--- config.mk ---
export PLATFORM = sky130hd
export DESIGN_NAME = comparador_contagem
export DESIGN_NICKNAME = d
export VERILOG_FILES = /design/src/rtl/comparador_pkg.sv /design/src/rtl/detector_borda.sv /design/src/rtl/comparador_contagem.sv
export SDC_FILE = /design/constraint.sdc
export NUM_CORES = 1
export LEC_CHECK = 0
export ABC_CLOCK_PERIOD_IN_PS = 1630
export CAP_MARGIN = 20
export CORE_AREA = 2 2 60 62
export CTS_CLUSTER_SIZE = 12
export DETAILED_ROUTE_END_ITERATION = 16
export DIE_AREA = 0 0 62 64
export PLACE_DENSITY = 0.57
export SLEW_MARGIN = 20
export SYNTH_ARGS = -nofsm -noshare
export SYNTH_HDL_FRONTEND = slang
export SYNTH_HIERARCHICAL = 1
export SYNTH_SLANG_ARGS = --single-unit
--- constraint.sdc ---
create_clock -name clock -period 1.63 [get_ports clock]
set_input_delay 0.4075 -clock clock [delete_from_list [all_inputs] [get_ports clock]]
set_output_delay 0.4075 -clock clock [all_outputs]
set_load 0.05 [all_outputs]
--- src/rtl/comparador_pkg.sv ---
// Shared definitions for the count comparator: data width, FSM state codes
// and the saturating lap-counter increment.
// Latency: n/a (package). Backpressure: n/a.
package comparador_pkg;

  // Width of the upstream counter value and of the lap counter.
  localparam int LARGURA = 4;

  // Lap counter ceiling; the counter holds here instead of wrapping.
  localparam logic [LARGURA-1:0] VOLTAS_MAX = '1;

  // State codes double as the db_estado debug output.
  typedef enum logic [1:0] {
    OCIOSO   = 2'b00,
    CONTANDO = 2'b01,
    ATINGIDO = 2'b10,
    FIM      = 2'b11
  } estado_t;

  // Increment that sticks at VOLTAS_MAX.
  function automatic logic [LARGURA-1:0] inc_saturado(input logic [LARGURA-1:0] v);
    return (v == VOLTAS_MAX) ? v : v + LARGURA'(1);
  endfunction

endpackage

--- src/rtl/detector_borda.sv ---
// Rising-edge detector: borda pulses for one cycle when sinal goes 0 -> 1.
// Latency: the pulse coincides with the first cycle sinal is high. Backpressure: none.
// A level held high for several cycles yields a single pulse.
// Ports: clock, reset (async, active-high), sinal (level in), borda (pulse out).
module detector_borda (
  input  logic clock,
  input  logic reset,
  input  logic sinal,
  output logic borda
);

  // Value of sinal seen at the previous rising clock edge.
  logic anterior;

  always_ff @(posedge clock or posedge reset) begin
    if (reset) begin
      anterior <= 1'b0;
    end else begin
      anterior <= sinal;
    end
  end

  // Used only inside the comparator, where it is consumed by flops.
  assign borda = sinal & ~anterior;

endmodule

--- src/rtl/comparador_contagem.sv ---
// Compares an upstream 4-bit count against a loadable reference and flags a
// match once the counter has wrapped at least N_VOLTAS times since arming.
// Latency: all outputs registered, 1 cycle. Backpressure: none (free-running).
// Ports:
//   clock, reset          system clock, async active-high reset
//   contagem [3:0]        upstream count, bit 3 is the MSB
//   rco                   upstream ripple-carry (wrap) indicator
//   valor_ref [3:0]       reference value, captured when carrega_ref=1
//   carrega_ref, inicia   reference load strobe, arm / re-arm strobe
//   menor, igual, maior   one-hot contagem vs reference (registered)
//   voltas [3:0]          rco rising edges since arming, saturating at 15
//   atingido              one-cycle pulse on the qualifying match
//   pronto                high while the search is finished
//   db_estado [1:0]       current state code
module comparador_contagem
  import comparador_pkg::*;
#(
  // Number of wraps required before a match counts; meaningful range 0..15.
  parameter int N_VOLTAS = 1
) (
  input  logic               clock,
  input  logic               reset,
  input  logic [LARGURA-1:0] contagem,
  input  logic               rco,
  input  logic [LARGURA-1:0] valor_ref,
  input  logic               carrega_ref,
  input  logic               inicia,
  output logic               menor,
  output logic               igual,
  output logic               maior,
  output logic [LARGURA-1:0] voltas,
  output logic               atingido,
  output logic               pronto,
  output logic [1:0]         db_estado
);

  localparam logic [LARGURA-1:0] LIMIAR = LARGURA'(N_VOLTAS);

  estado_t            estado;
  logic [LARGURA-1:0] ref_q;
  logic               borda_rco;
  logic               casou;
  logic               voltas_ok;
  logic               qualifica;

  detector_borda u_detector_rco (
    .clock (clock),
    .reset (reset),
    .sinal (rco),
    .borda (borda_rco)
  );

  // Reference register: loads in every state. Readers below see the value
  // held before this edge, so a same-cycle load takes effect one edge later.
  always_ff @(posedge clock or posedge reset) begin
    if (reset) begin
      ref_q <= '0;
    end else if (carrega_ref) begin
      ref_q <= valor_ref;
    end
  end

  // Registered one-hot magnitude comparison. Reset reports "equal" because
  // the reference register also resets to zero.
  always_ff @(posedge clock or posedge reset) begin
    if (reset) begin
      menor <= 1'b0;
      igual <= 1'b1;
      maior <= 1'b0;
    end else begin
      menor <= (contagem <  ref_q);
      igual <= (contagem == ref_q);
      maior <= (contagem >  ref_q);
    end
  end

  assign casou = (contagem == ref_q);

  // voltas >= LIMIAR written as voltas + 1 > LIMIAR in one extra bit, so the
  // comparison stays meaningful when LIMIAR is zero.
  assign voltas_ok = ({1'b0, voltas} + (LARGURA + 1)'(1)) > {1'b0, LIMIAR};

  // Uses voltas before any increment happening on the same edge.
  assign qualifica = voltas_ok & casou;

  // Search FSM with registered atingido/pronto, updated together with the
  // state so they stay aligned with db_estado.
  always_ff @(posedge clock or posedge reset) begin
    if (reset) begin
      estado   <= OCIOSO;
      voltas   <= '0;
      atingido <= 1'b0;
      pronto   <= 1'b0;
    end else begin
      case (estado)
        OCIOSO: begin
          if (inicia) begin
            estado <= CONTANDO;
            voltas <= '0;
          end
        end

        CONTANDO: begin
          if (inicia) begin
            // Restart: clear the laps and ignore any match on this edge.
            voltas <= '0;
          end else begin
            if (qualifica) begin
              estado   <= ATINGIDO;
              atingido <= 1'b1;
            end
            if (borda_rco) begin
              voltas <= inc_saturado(voltas);
            end
          end
        end

        ATINGIDO: begin
          estado   <= FIM;
          atingido <= 1'b0;
          pronto   <= 1'b1;
        end

        FIM: begin
          // voltas stays frozen here until the next arming.
          if (inicia) begin
            estado <= CONTANDO;
            voltas <= '0;
            pronto <= 1'b0;
          end
        end

        default: begin
          estado   <= OCIOSO;
          atingido <= 1'b0;
          pronto   <= 1'b0;
        end
      endcase
    end
  end

  assign db_estado = estado;

endmodule

==> results_dict.tcl <==
set metrics [dict create \
    drive_gt1_frac 0.352 \
    ys_seq_elements 16 \
    final_max_slew_viol_count 0 \
    floorplan.initialDensity 0.288 \
    period_share 0.968 \
    numCtsBuffers 3 \
    min_path_type "input port to async pin" \
    antenna_found_initial 0 \
    cp_slowest_cell "clkdlybuf4s50_1" \
    leakage_nw 0.663 \
    ir_worst_vdd_v 0.000598 \
    cts_tree "done" \
    synth_nets 115 \
    clk-insertion-delay-late_ps 300 \
    ant_nets 0 \
    post-route-util 0.457 \
    critPathBufInv 1 \
    post-place-cells 166 \
    worstMarginPinSlew_ps 304 \
    cts_buffer_depth 2 \
    powerDensity_nw_per_um2 1620 \
    cp-start-kind "input port" \
    crit_path_end "maior$_DFF_PP0_" \
    min_period_ps 1580 \
    hold_buffers 0 \
    intPower_mw 1.39 \
    r2r_start "voltas[0]$_DFFE_PP0P_" \
    syn_to_final_growth_pct 58.6 \
    nNetsFinal 152 \
    status "finished clean" \
    rows 21 \
    netlist_area_um2 946 \
    cts.sinks 16 \
    power.net_switching_mw 1.04 \
    die_y_um 64 \
    worstSetupPathDepth 6 \
    startpoint "contagem[1]" \
    path_common_cell "o21a_1" \
    wl_per_cell_um 11.5 \
    drc 0 \
    path_clk_slew_ps 100 \
    hpwl_mm 1.58 \
    switching_share 0.427 \
    vias 784 \
    worstPathRequired_ps 1820 \
    synth_area_leader_cell "dfrtp_1" \
    seqPwrFrac 0.262 \
    grt_use_total 0.118 \
    cpPeakStageDelay_ps 410 \
    die_w_um 62 \
    place_congestion 0.820 \
    crit_chain "clkdlybuf4s50_1, ha_1, nor2b_1, o21a_1, o21a_1, o21a_1" \
    grt-ovfl-total 0 \
    drt-total-wl_mm 2.01 \
    r2r_slack_ps 90 \
    place_ws_ps -317 \
    hold_ws_ps 258 \
    end_kind "flip-flop" \
    arrival_ps 1770 \
    htreeDepth 1 \
    cts_root_buf "clkbuf_4" \
    r2r-end "db_estado[0]$_DFFE_PP0P_" \
    syn_avg_cell_area_um2 10.3 \
    synthDistinctLibCells 30 \
    viasPerCell 4.51 \
    dr.pass1.iters 4 \
    clock_skew_ps 6.26 \
    worstPathMaxFanout 2 \
    finalSetupViolCount 0 \
    synth_top_area_frac 0.397 \
    syn_inst 92 \
    worstSetupPathType "input port to flip-flop" \
    worstRegToRegCells 6 \
    core-area_um2 3280 \
    worst_slack_ps 52.1 \
    p_comb_frac 0.625 \
    synth_area_leaders "dfrtp_1 (40%), ha_1 (13%), inv_1 (6.7%)" \
    instances_no_fill 174 \
    die_area_um2 3970 \
    critPathTopFamily "compound AO/OA/AOI/OAI gates" \
    grt_max_degree 16 \
    timing.fmax_mhz 634 \
    synth_seq_area_share 0.425 \
    yosysWarnings 6 \
    pwr-share-clk 0.114 \
    diodes 0 \
    ios 24 \
    grt_first_pass_wirelength_mm 3.44 \
    grt_pass1_vias 783 \
    timing.slew.headroom 0.795 \
    hold_viol 0 \
    port_buffers 23 \
    drt_iter0_drc 6 \
    cap_violations 0 \
]
synth_stat cells:
cell type	instances
inv_1	17
dfrtp_1	15
ha_1	10
o21ai_0	7
nand2_1	6
nand4_1	4
o21ai_1	4
o21a_1	3
mux2i_1	2
nor2_1	2
nor2b_4	2
o31ai_1	2
a21boi_2	1
a21oi_1	1
a2bb2oi_2	1
and3_4	1
buf_4	1
dfstp_2	1
mux2_2	1
nand2b_1	1
nand3b_1	1
nor2b_1	1
nor4_1	1
nor4b_1	1
o2111ai_1	1
o2111ai_2	1
o211ai_1	1
o21ai_2	1
o221ai_2	1
o311ai_0	1
worst min path at each step:
stage	start	to	slack, ps	cells past startpoint
2_1_floorplan	reset	u_detector_rco/anterior$_DFF_PP0_	140	1
3_3_place_gp	ref_q[0]$_DFFE_PP0P_	ref_q[0]$_DFFE_PP0P_	510	1
3_5_place_dp	ref_q[0]$_DFFE_PP0P_	ref_q[0]$_DFFE_PP0P_	510	1
4_1_cts	reset	u_detector_rco/anterior$_DFF_PP0_	250	2
5_1_grt	reset	u_detector_rco/anterior$_DFF_PP0_	250	2
6_report	reset	u_detector_rco/anterior$_DFF_PP0_	260	2
stage by stage:
stage | total power, mW | TNS (ps) | cell area (um^2)
6_report | 2.43 | 0 | 1500
5_1_grt | 2.60 | -0.883 | 1500
4_1_cts | 2.37 | 0 | 1450
3_5_place_dp | 2.08 | -1810 | 1410
3_3_place_gp | 2.07 | -1580 | 1410
2_1_floorplan | 1.49 | -11.9 | 976
cell families after synthesis:
| kind of cell | count (synthesis) | share of synthesized area |
|---|---|---|
| AOI/OAI and AO/OA | 25 | 0.198 |
| and+or+nand+nor | 20 | 0.136 |
| buffers and inverters | 18 | 0.0754 |
| DFF | 16 | 0.425 |
| adders and majority gates | 10 | 0.132 |
| muxes | 3 | 0.0331 |
area by class of cell:
class	instances	area, um^2
clock buffers	4	36.3
fillers	306	1780
inverters	17	63.8
multi-input cells	58	518
flip-flops and latches	16	407
well taps	46	57.6
repair buffers	33	418
placed cells by master, fill, tap and decap left out, types with 3 or more instances in the layout:
master | netlist | routed
clkdlybuf4s50_1 | 0 | 11
ha_4 | 0 | 3
o21a_1 | 3 | 3
dfrtp_1 | 15 | 11
ha_1 | 10 | 7
nand2_1 | 6 | 6
clkbuf_4 | 0 | 3
buf_4 | 1 | 10
o21ai_2 | 1 | 3
o21ai_0 | 7 | 7
inv_1 | 17 | 16
buf_12 | 0 | 11
dfrtp_2 | 0 | 4
nand4_1 | 4 | 4
worst reg2reg max path: stages (launching register included):
cell and delay, ps:
dfrtp_2 470, inv_1 140, ha_4 230, nor2b_4 120, o2111ai_2 140, o221ai_2 180
mux2i_1 190
state kept, by name, summed over array words and instances (netlist names):
name	cells
maior	1
menor	1
db_estado	2
pronto	1
ref_q	4
igual	1
u_detector_rco/anterior	1
voltas	4
atingido	1
what timing repair did:
item / 4_1_cts / 5_1_grt
resized for setup: 1 / 4
pin swaps: 0 / 4
endpoints found under the setup margin: 1 / 6
cloned: 0 / 0
setup buffers: 0 / 4
power by group through the flow:
stage	sequential, mW	combinational, mW	clock, mW
5_1_grt	0.650	1.64	0.306
4_1_cts	0.658	1.43	0.286
3_5_place_dp	0.669	1.41	0
3_3_place_gp	0.664	1.40	0
6_report	0.637	1.52	0.277
2_1_floorplan	0.894	0.598	0
routing by layer:
| layer | track usage | wire length [um] |
|---|---|---|
| met1 | 0.147 | 891 |
| met2 | 0.186 | 988 |
| met3 | 0.0445 | 110 |
| met4 | 0.0319 | 19 |
| met5 | 0 | 0 |
No activity file was read; power rests on OpenSTA's default activity.
